**src/rtl/bt_slot_pkg.sv**
```systemverilog
`default_nettype none
// -----------------------------------------------------------------------------
// bt_slot_pkg : shared types/constants for the slot scheduler          rev 1.0
// -----------------------------------------------------------------------------
package bt_slot_pkg;

  typedef enum logic [2:0] {
    IDLE    = 3'd0,
    WAIT    = 3'd1,
    TX      = 3'd2,
    RX_SRCH = 3'd3,
    RX_PKT  = 3'd4
  } sched_state_e;

  localparam logic [9:0] RX_WIN_US_DEF = 10'd78;
  localparam logic [2:0] MAX_SLOTS_DEF = 3'd5;

  // Legal packet lengths are odd and no longer than max_slots; anything else is a 1-slot packet.
  function automatic logic [2:0] slot_len(input logic [2:0] raw, input logic [2:0] max_slots);
    logic [2:0] len;
    len = 3'd1;
    if (raw[0] && (raw <= max_slots)) len = raw;
    return len;
  endfunction

endpackage
`default_nettype wire

```
**src/rtl/slot_sched.sv**
```systemverilog
`default_nettype none
// -----------------------------------------------------------------------------
// slot_sched : per-slot TX/RX scheduler, clk_6M domain                 rev 1.0
// -----------------------------------------------------------------------------
module slot_sched
  import bt_slot_pkg::*;
#(
  parameter logic [9:0] RX_WIN_US = RX_WIN_US_DEF,
  parameter logic [2:0] MAX_SLOTS = MAX_SLOTS_DEF
) (
  input  logic        clk_6M,
  input  logic        rst,
  input  logic        p_1us,
  input  logic        tslot_p,
  input  logic        half_tslot_p,
  input  logic [27:0] BTCLK,
  input  logic [9:0]  offcounter_1us,
  input  logic        regi_conn_en,
  input  logic        regi_master,
  input  logic        tx_req,
  input  logic [2:0]  tx_slots,
  input  logic        corre_sync_p,
  input  logic        rx_hdr_valid_p,
  input  logic [2:0]  rx_pkt_slots,
  output logic        tx_en,
  output logic        tx_start_p,
  output logic        rx_en,
  output logic        hop_p,
  output logic        rx_timeout_p,
  output logic [2:0]  sched_state
);

  sched_state_e state;
  logic [2:0]   rem;

  logic nxt_even;
  logic own_next;
  logic win_close;
  logic rem_last;
  logic unused_btclk;

  // BTCLK[1:0] == 11 at the slot end means the carry lands on an even slot.
  assign nxt_even     = BTCLK[1] & BTCLK[0];
  assign own_next     = (nxt_even == regi_master);
  assign win_close    = p_1us && (offcounter_1us == RX_WIN_US);
  assign rem_last     = (rem <= 3'd1);
  assign unused_btclk = ^BTCLK[27:2];
  assign sched_state  = state;

  always_ff @(posedge clk_6M) begin
    tx_start_p   <= 1'b0;
    hop_p        <= 1'b0;
    rx_timeout_p <= 1'b0;
    if (rst || !regi_conn_en) begin
      state <= IDLE;
      rem   <= 3'd0;
      tx_en <= 1'b0;
      rx_en <= 1'b0;
    end else begin
      case (state)
        IDLE: state <= WAIT;

        WAIT: begin
          if (tslot_p) begin
            if (regi_master && own_next && tx_req) begin
              state      <= TX;
              rem        <= slot_len(tx_slots, MAX_SLOTS);
              tx_en      <= 1'b1;
              tx_start_p <= 1'b1;
              hop_p      <= 1'b1;
            end else if (!regi_master && !own_next) begin
              state <= RX_SRCH;
              rx_en <= 1'b1;
              hop_p <= 1'b1;
            end
          end
        end

        TX: begin
          if (tslot_p) begin
            if (rem_last) begin
              rem   <= 3'd0;
              tx_en <= 1'b0;
              if (regi_master) begin
                state <= RX_SRCH;
                rx_en <= 1'b1;
                hop_p <= 1'b1;
              end else begin
                state <= WAIT;
              end
            end else begin
              rem <= rem - 3'd1;
            end
          end
        end

        RX_SRCH: begin
          // Sync outranks both window close and a coincident slot boundary.
          if (corre_sync_p) begin
            state <= RX_PKT;
            rem   <= 3'd1;
            rx_en <= 1'b1;
          end else if (rx_en && win_close) begin
            rx_en        <= 1'b0;
            rx_timeout_p <= 1'b1;
            if (regi_master) state <= WAIT;
          end else if (!rx_en && tslot_p && !regi_master && !own_next) begin
            rx_en <= 1'b1;
            hop_p <= 1'b1;
          end
        end

        RX_PKT: begin
          if (rx_hdr_valid_p) begin
            rem <= slot_len(rx_pkt_slots, MAX_SLOTS);
          end else if (tslot_p) begin
            if (rem_last) begin
              rx_en <= 1'b0;
              if (!regi_master && tx_req && own_next) begin
                state      <= TX;
                rem        <= slot_len(tx_slots, MAX_SLOTS);
                tx_en      <= 1'b1;
                tx_start_p <= 1'b1;
                hop_p      <= 1'b1;
              end else begin
                state <= WAIT;
                rem   <= 3'd0;
              end
            end else begin
              rem <= rem - 3'd1;
            end
          end
        end

        default: state <= IDLE;
      endcase
    end
  end

  always_ff @(posedge clk_6M) begin
    if (!rst) begin
      assert (!(tx_en && rx_en));
      assert (!(tslot_p && half_tslot_p));
    end
  end

endmodule
`default_nettype wire
```
**config.mk**
```make
export PLATFORM = sky130hd
export DESIGN_NAME = slot_sched
export DESIGN_NICKNAME = d
export VERILOG_FILES = /design/src/rtl/bt_slot_pkg.sv /design/src/rtl/slot_sched.sv
export SDC_FILE = /design/constraint.sdc
export NUM_CORES = 1
export LEC_CHECK = 0
export BUFFER_PORTS_ARGS = -buffer_cell sky130_fd_sc_hd__buf_2
export CORE_UTILIZATION = 43
export CTS_BUF_LIST = sky130_fd_sc_hd__clkbuf_8 sky130_fd_sc_hd__clkbuf_16
export CTS_CLUSTER_SIZE = 14
export DETAILED_ROUTE_END_ITERATION = 6
export PLACE_DENSITY = 0.79
export SETUP_SLACK_MARGIN = 0.4
export SLEW_MARGIN = 40
export SYNTH_ARGS = -nofsm -noshare
export SYNTH_HDL_FRONTEND = slang
export SYNTH_SLANG_ARGS = --single-unit
```
**constraint.sdc**
```tcl
create_clock -name clk_6M -period 2.9 [get_ports clk_6M]
set_input_delay 0.87 -clock clk_6M [delete_from_list [all_inputs] [get_ports clk_6M]]
set_output_delay 0.87 -clock clk_6M [all_outputs]
set_load 0.02 [all_outputs]
```
==> load_flow_metrics.sql <==
INSERT INTO impl_metrics (metric_group, metric, value, unit) VALUES
('run_status', 'status', 'complete, no violations', ''),
('logic_synthesis', 'synth_compound_area_share', '33.4', '%'),
('final_layout', 'layout.cells.most_common_list', '34 x sky130_fd_sc_hd__buf_2, 13 x sky130_fd_sc_hd__nor2_1, 11 x sky130_fd_sc_hd__dfxtp_1, 8 x sky130_fd_sc_hd__a21oi_1, 8 x sky130_fd_sc_hd__nand2_1', ''),
('sta', 'setup_total_negative_slack', '0', 'ps'),
('logic_synthesis', 'synth_top_family_by_area', 'compound AO/OA/AOI/OAI gates', ''),
('drt', 'first_pass_iters', '4', ''),
('global_routing', 'largest_net_degree_at_the_start_of_global_routing', '21', ''),
('final_layout', 'diode_insertion_count_for_antenna_repair', '0', ''),
('global_routing', 'grt_busiest_layer', 'met2', ''),
('global_routing', 'wire_length_of_the_first_global_routing_pass', '4750', 'µm'),
('clock_tree', 'postCtsHoldBufs', '0', ''),
('logic_synthesis', 'post_synth_fa_ha_maj_area_fraction', '4.78', '%'),
('clock_tree', 'clock_sinks', '11', ''),
('drt', 'route.detailed.vias_per_inst', '6.18', ''),
('global_routing', 'globalRouteOverflowTotal', '0', ''),
('drt', 'drcViolationCount', '0', ''),
('global_routing', 'grt_use_total', '24.0', '%'),
('worst_setup_path', 'required_arrival_time_at_the_worst_endpoint', '3030', 'ps'),
('clock_tree', 'clk_latency', '240', 'ps'),
('power', 'worst_voltage_drop_across_the_vdd_grid', '0.296', 'mV'),
('final_layout', 'filler_cell_count', '243', ''),
('sta', 'finClkSkew', '1.52', 'ps'),
('global_routing', 'gr_util_met2', '42.8', '%'),
('final_layout', 'seq_cell_area', '220', 'µm²'),
('clock_tree', 'tritoncts.num_buffers', '3', ''),
('placement', 'gpl.final_weighted_congestion', '0.883', ''),
('drt', 'avgRoutedWirePerCell', '14.5', 'µm'),
('final_layout', 'final_nets', '223', ''),
('clock_tree', 'worst_setup_hold_path_clk_slew', '50', 'ps'),
('drt', 'drt-initial-drc-count', '15', ''),
('logic_synthesis', 'yosys-mux-area-fraction', '0.957', '%'),
('job', 'timing.max_cap.violations', '0', ''),
('placement', 'dpl.cell_count', '188', ''),
('worst_setup_path', 'worstPathArrival', '2520', 'ps'),
('die', 'starting_density', '46.4', '%'),
('sta', 'maxClockFrequency', '418', 'MHz'),
('power', 'leakage', '0.524', 'nW'),
('hold_path', 'whs_path_cells', '1', ''),
('worst_setup_path', 'worst_reg2reg_path_length_in_cells', '5', ''),
('placement', 'port-buffer-count', '34', ''),
('sta', 'hold_violations', '0', ''),
('worst_setup_path', 'timing.critical_path.fanout_max', '3', ''),
('global_routing', 'grt_antenna_before_repair', '0', ''),
('clock_tree', 'cts.repair.resized', '0', ''),
('logic_synthesis', 'synth-seq-area-share', '21.1', '%'),
('final_layout', 'layoutNonFillerInstCount', '192', ''),
('sta', 'setup_viol_count_final', '0', ''),
('final_layout', 'areaGrowthSynthToFinish', '19.6', '%'),
('logic_synthesis', 'synth_enable_flop_cells', '0', ''),
('hold_path', 'hold_path_class', 'reg2reg', ''),
('power', 'p_total', '0.392', 'mW'),
('final_layout', 'layout.cells.most_common', 'sky130_fd_sc_hd__buf_2', ''),
('worst_setup_path', 'critical_path.startpoint', 'BTCLK[1]', ''),
('drt', 'route.final.wire_length', '2790', 'µm'),
('worst_setup_path', 'start_kind', 'input port', ''),
('die', 'num_rows', '17', ''),
('die', 'dieWidth', '51.3', 'µm'),
('sta', 'tightestPinTransition', '697', 'ps'),
('die', 'die_height', '51.3', 'µm'),
('die', 'fp.coreArea', '2250', 'µm²'),
('clock_tree', 'post-cts-setup-buffer-count', '0', ''),
('logic_synthesis', 'synth_fp_nets', '192', ''),
('logic_synthesis', 'ys.flop_type', 'sky130_fd_sc_hd__dfxtp_1', ''),
('die', 'die_area', '2630', 'µm²'),
('sta', 'setup_repair_after_global_routing_missed_its_margin', 'false', ''),
('logic_synthesis', 'synthesized_instance_count', '134', ''),
('final_layout', 'multi_input_comb_area', '758', 'µm²'),
('sta', 'slew_headroom', '53.5', '%'),
('drt', 'drtAntennaViolNets', '0', ''),
('placement', 'dp.final_hpwl', '2170', 'µm'),
('clock_tree', 'htreeDepth', '1', '');
[layout make-up]
type	instances	share of cell area (%)
multi-input cells	109	60.6
flip-flops and latches	11	17.6
repair buffers	34	13.6
clock buffers	3	3.30
well taps	28	2.80
inverters	6	1.80
clock inverters	1	0.300
[cells by family after synthesis]
logic type / count (synthesis)
AO/OA/AOI/OAI: 44
XOR/XNOR: 2
adder cells (fa/ha/maj): 4
buffers and inverters: 14
flip-flops: 11
multiplexers: 1
AND/OR/NAND/NOR: 58
[flip-flops by register name, indices dropped and copies added, names as in the netlist]
register / flops
rx_en: 1
tx_start_p: 1
rem: 3
rx_timeout_p: 1
sched_state: 3
hop_p: 1
tx_en: 1
[path summary, 6_finish.rpt]
check / to / slack [ps]
setup / recovery: rem[2] / 510
hold / removal: tx_en / 480
setup reg to reg: rem[0] / 820
hold reg to reg: tx_en / 480
[cell usage after synthesis, types with 3 or more instances]
cell type,count,area share [%]
sky130_fd_sc_hd__nand4b_1,3,2.5
sky130_fd_sc_hd__a21o_1,3,2.2
sky130_fd_sc_hd__a21oi_1,8,3.8
sky130_fd_sc_hd__dfxtp_1,11,21
sky130_fd_sc_hd__nand2_1,8,2.9
sky130_fd_sc_hd__o21ai_0,3,1.4
sky130_fd_sc_hd__and3_1,3,1.8
sky130_fd_sc_hd__nor2_1,13,4.7
sky130_fd_sc_hd__nand2b_1,5,3.0
sky130_fd_sc_hd__nand3_1,5,2.4
sky130_fd_sc_hd__inv_1,5,1.8
sky130_fd_sc_hd__nor3_1,5,2.4
sky130_fd_sc_hd__buf_4,3,2.2
sky130_fd_sc_hd__ha_1,4,4.8
sky130_fd_sc_hd__o22ai_1,3,1.8
sky130_fd_sc_hd__nand3b_1,4,2.9
[worst max-delay path, stage by stage]
cell                        delay, ps
sky130_fd_sc_hd__buf_2             90
sky130_fd_sc_hd__and2_1           170
sky130_fd_sc_hd__ha_1             290
sky130_fd_sc_hd__nand3b_1         160
sky130_fd_sc_hd__nor3_1            90
sky130_fd_sc_hd__a2111oi_0        470
sky130_fd_sc_hd__o22ai_1          150
sky130_fd_sc_hd__a32o_1           220
[metrics by stage]
step                      setup WS (ps)  cell area, µm²  hold WS (ps)
final                               507            1250           478
after CTS                           555            1250           487
after global placement              385            1210           462
after floorplan                     616            1050           471
after detailed placement            310            1210           476
after global routing                427            1250           509
[where the power goes]
part	switching [mW]	internal, mW
sequential	0.00854	0.154
combinational	0.0460	0.0362
clock	0.0547	0.0926
[metal layers]
metal / share of wire, % / routed length [µm]
met1: 40 / 1120
met2: 52 / 1460
met3: 5.6 / 156
met4: 1.9 / 54
met5: 0 / 0
(Power assumes the default switching activity.)
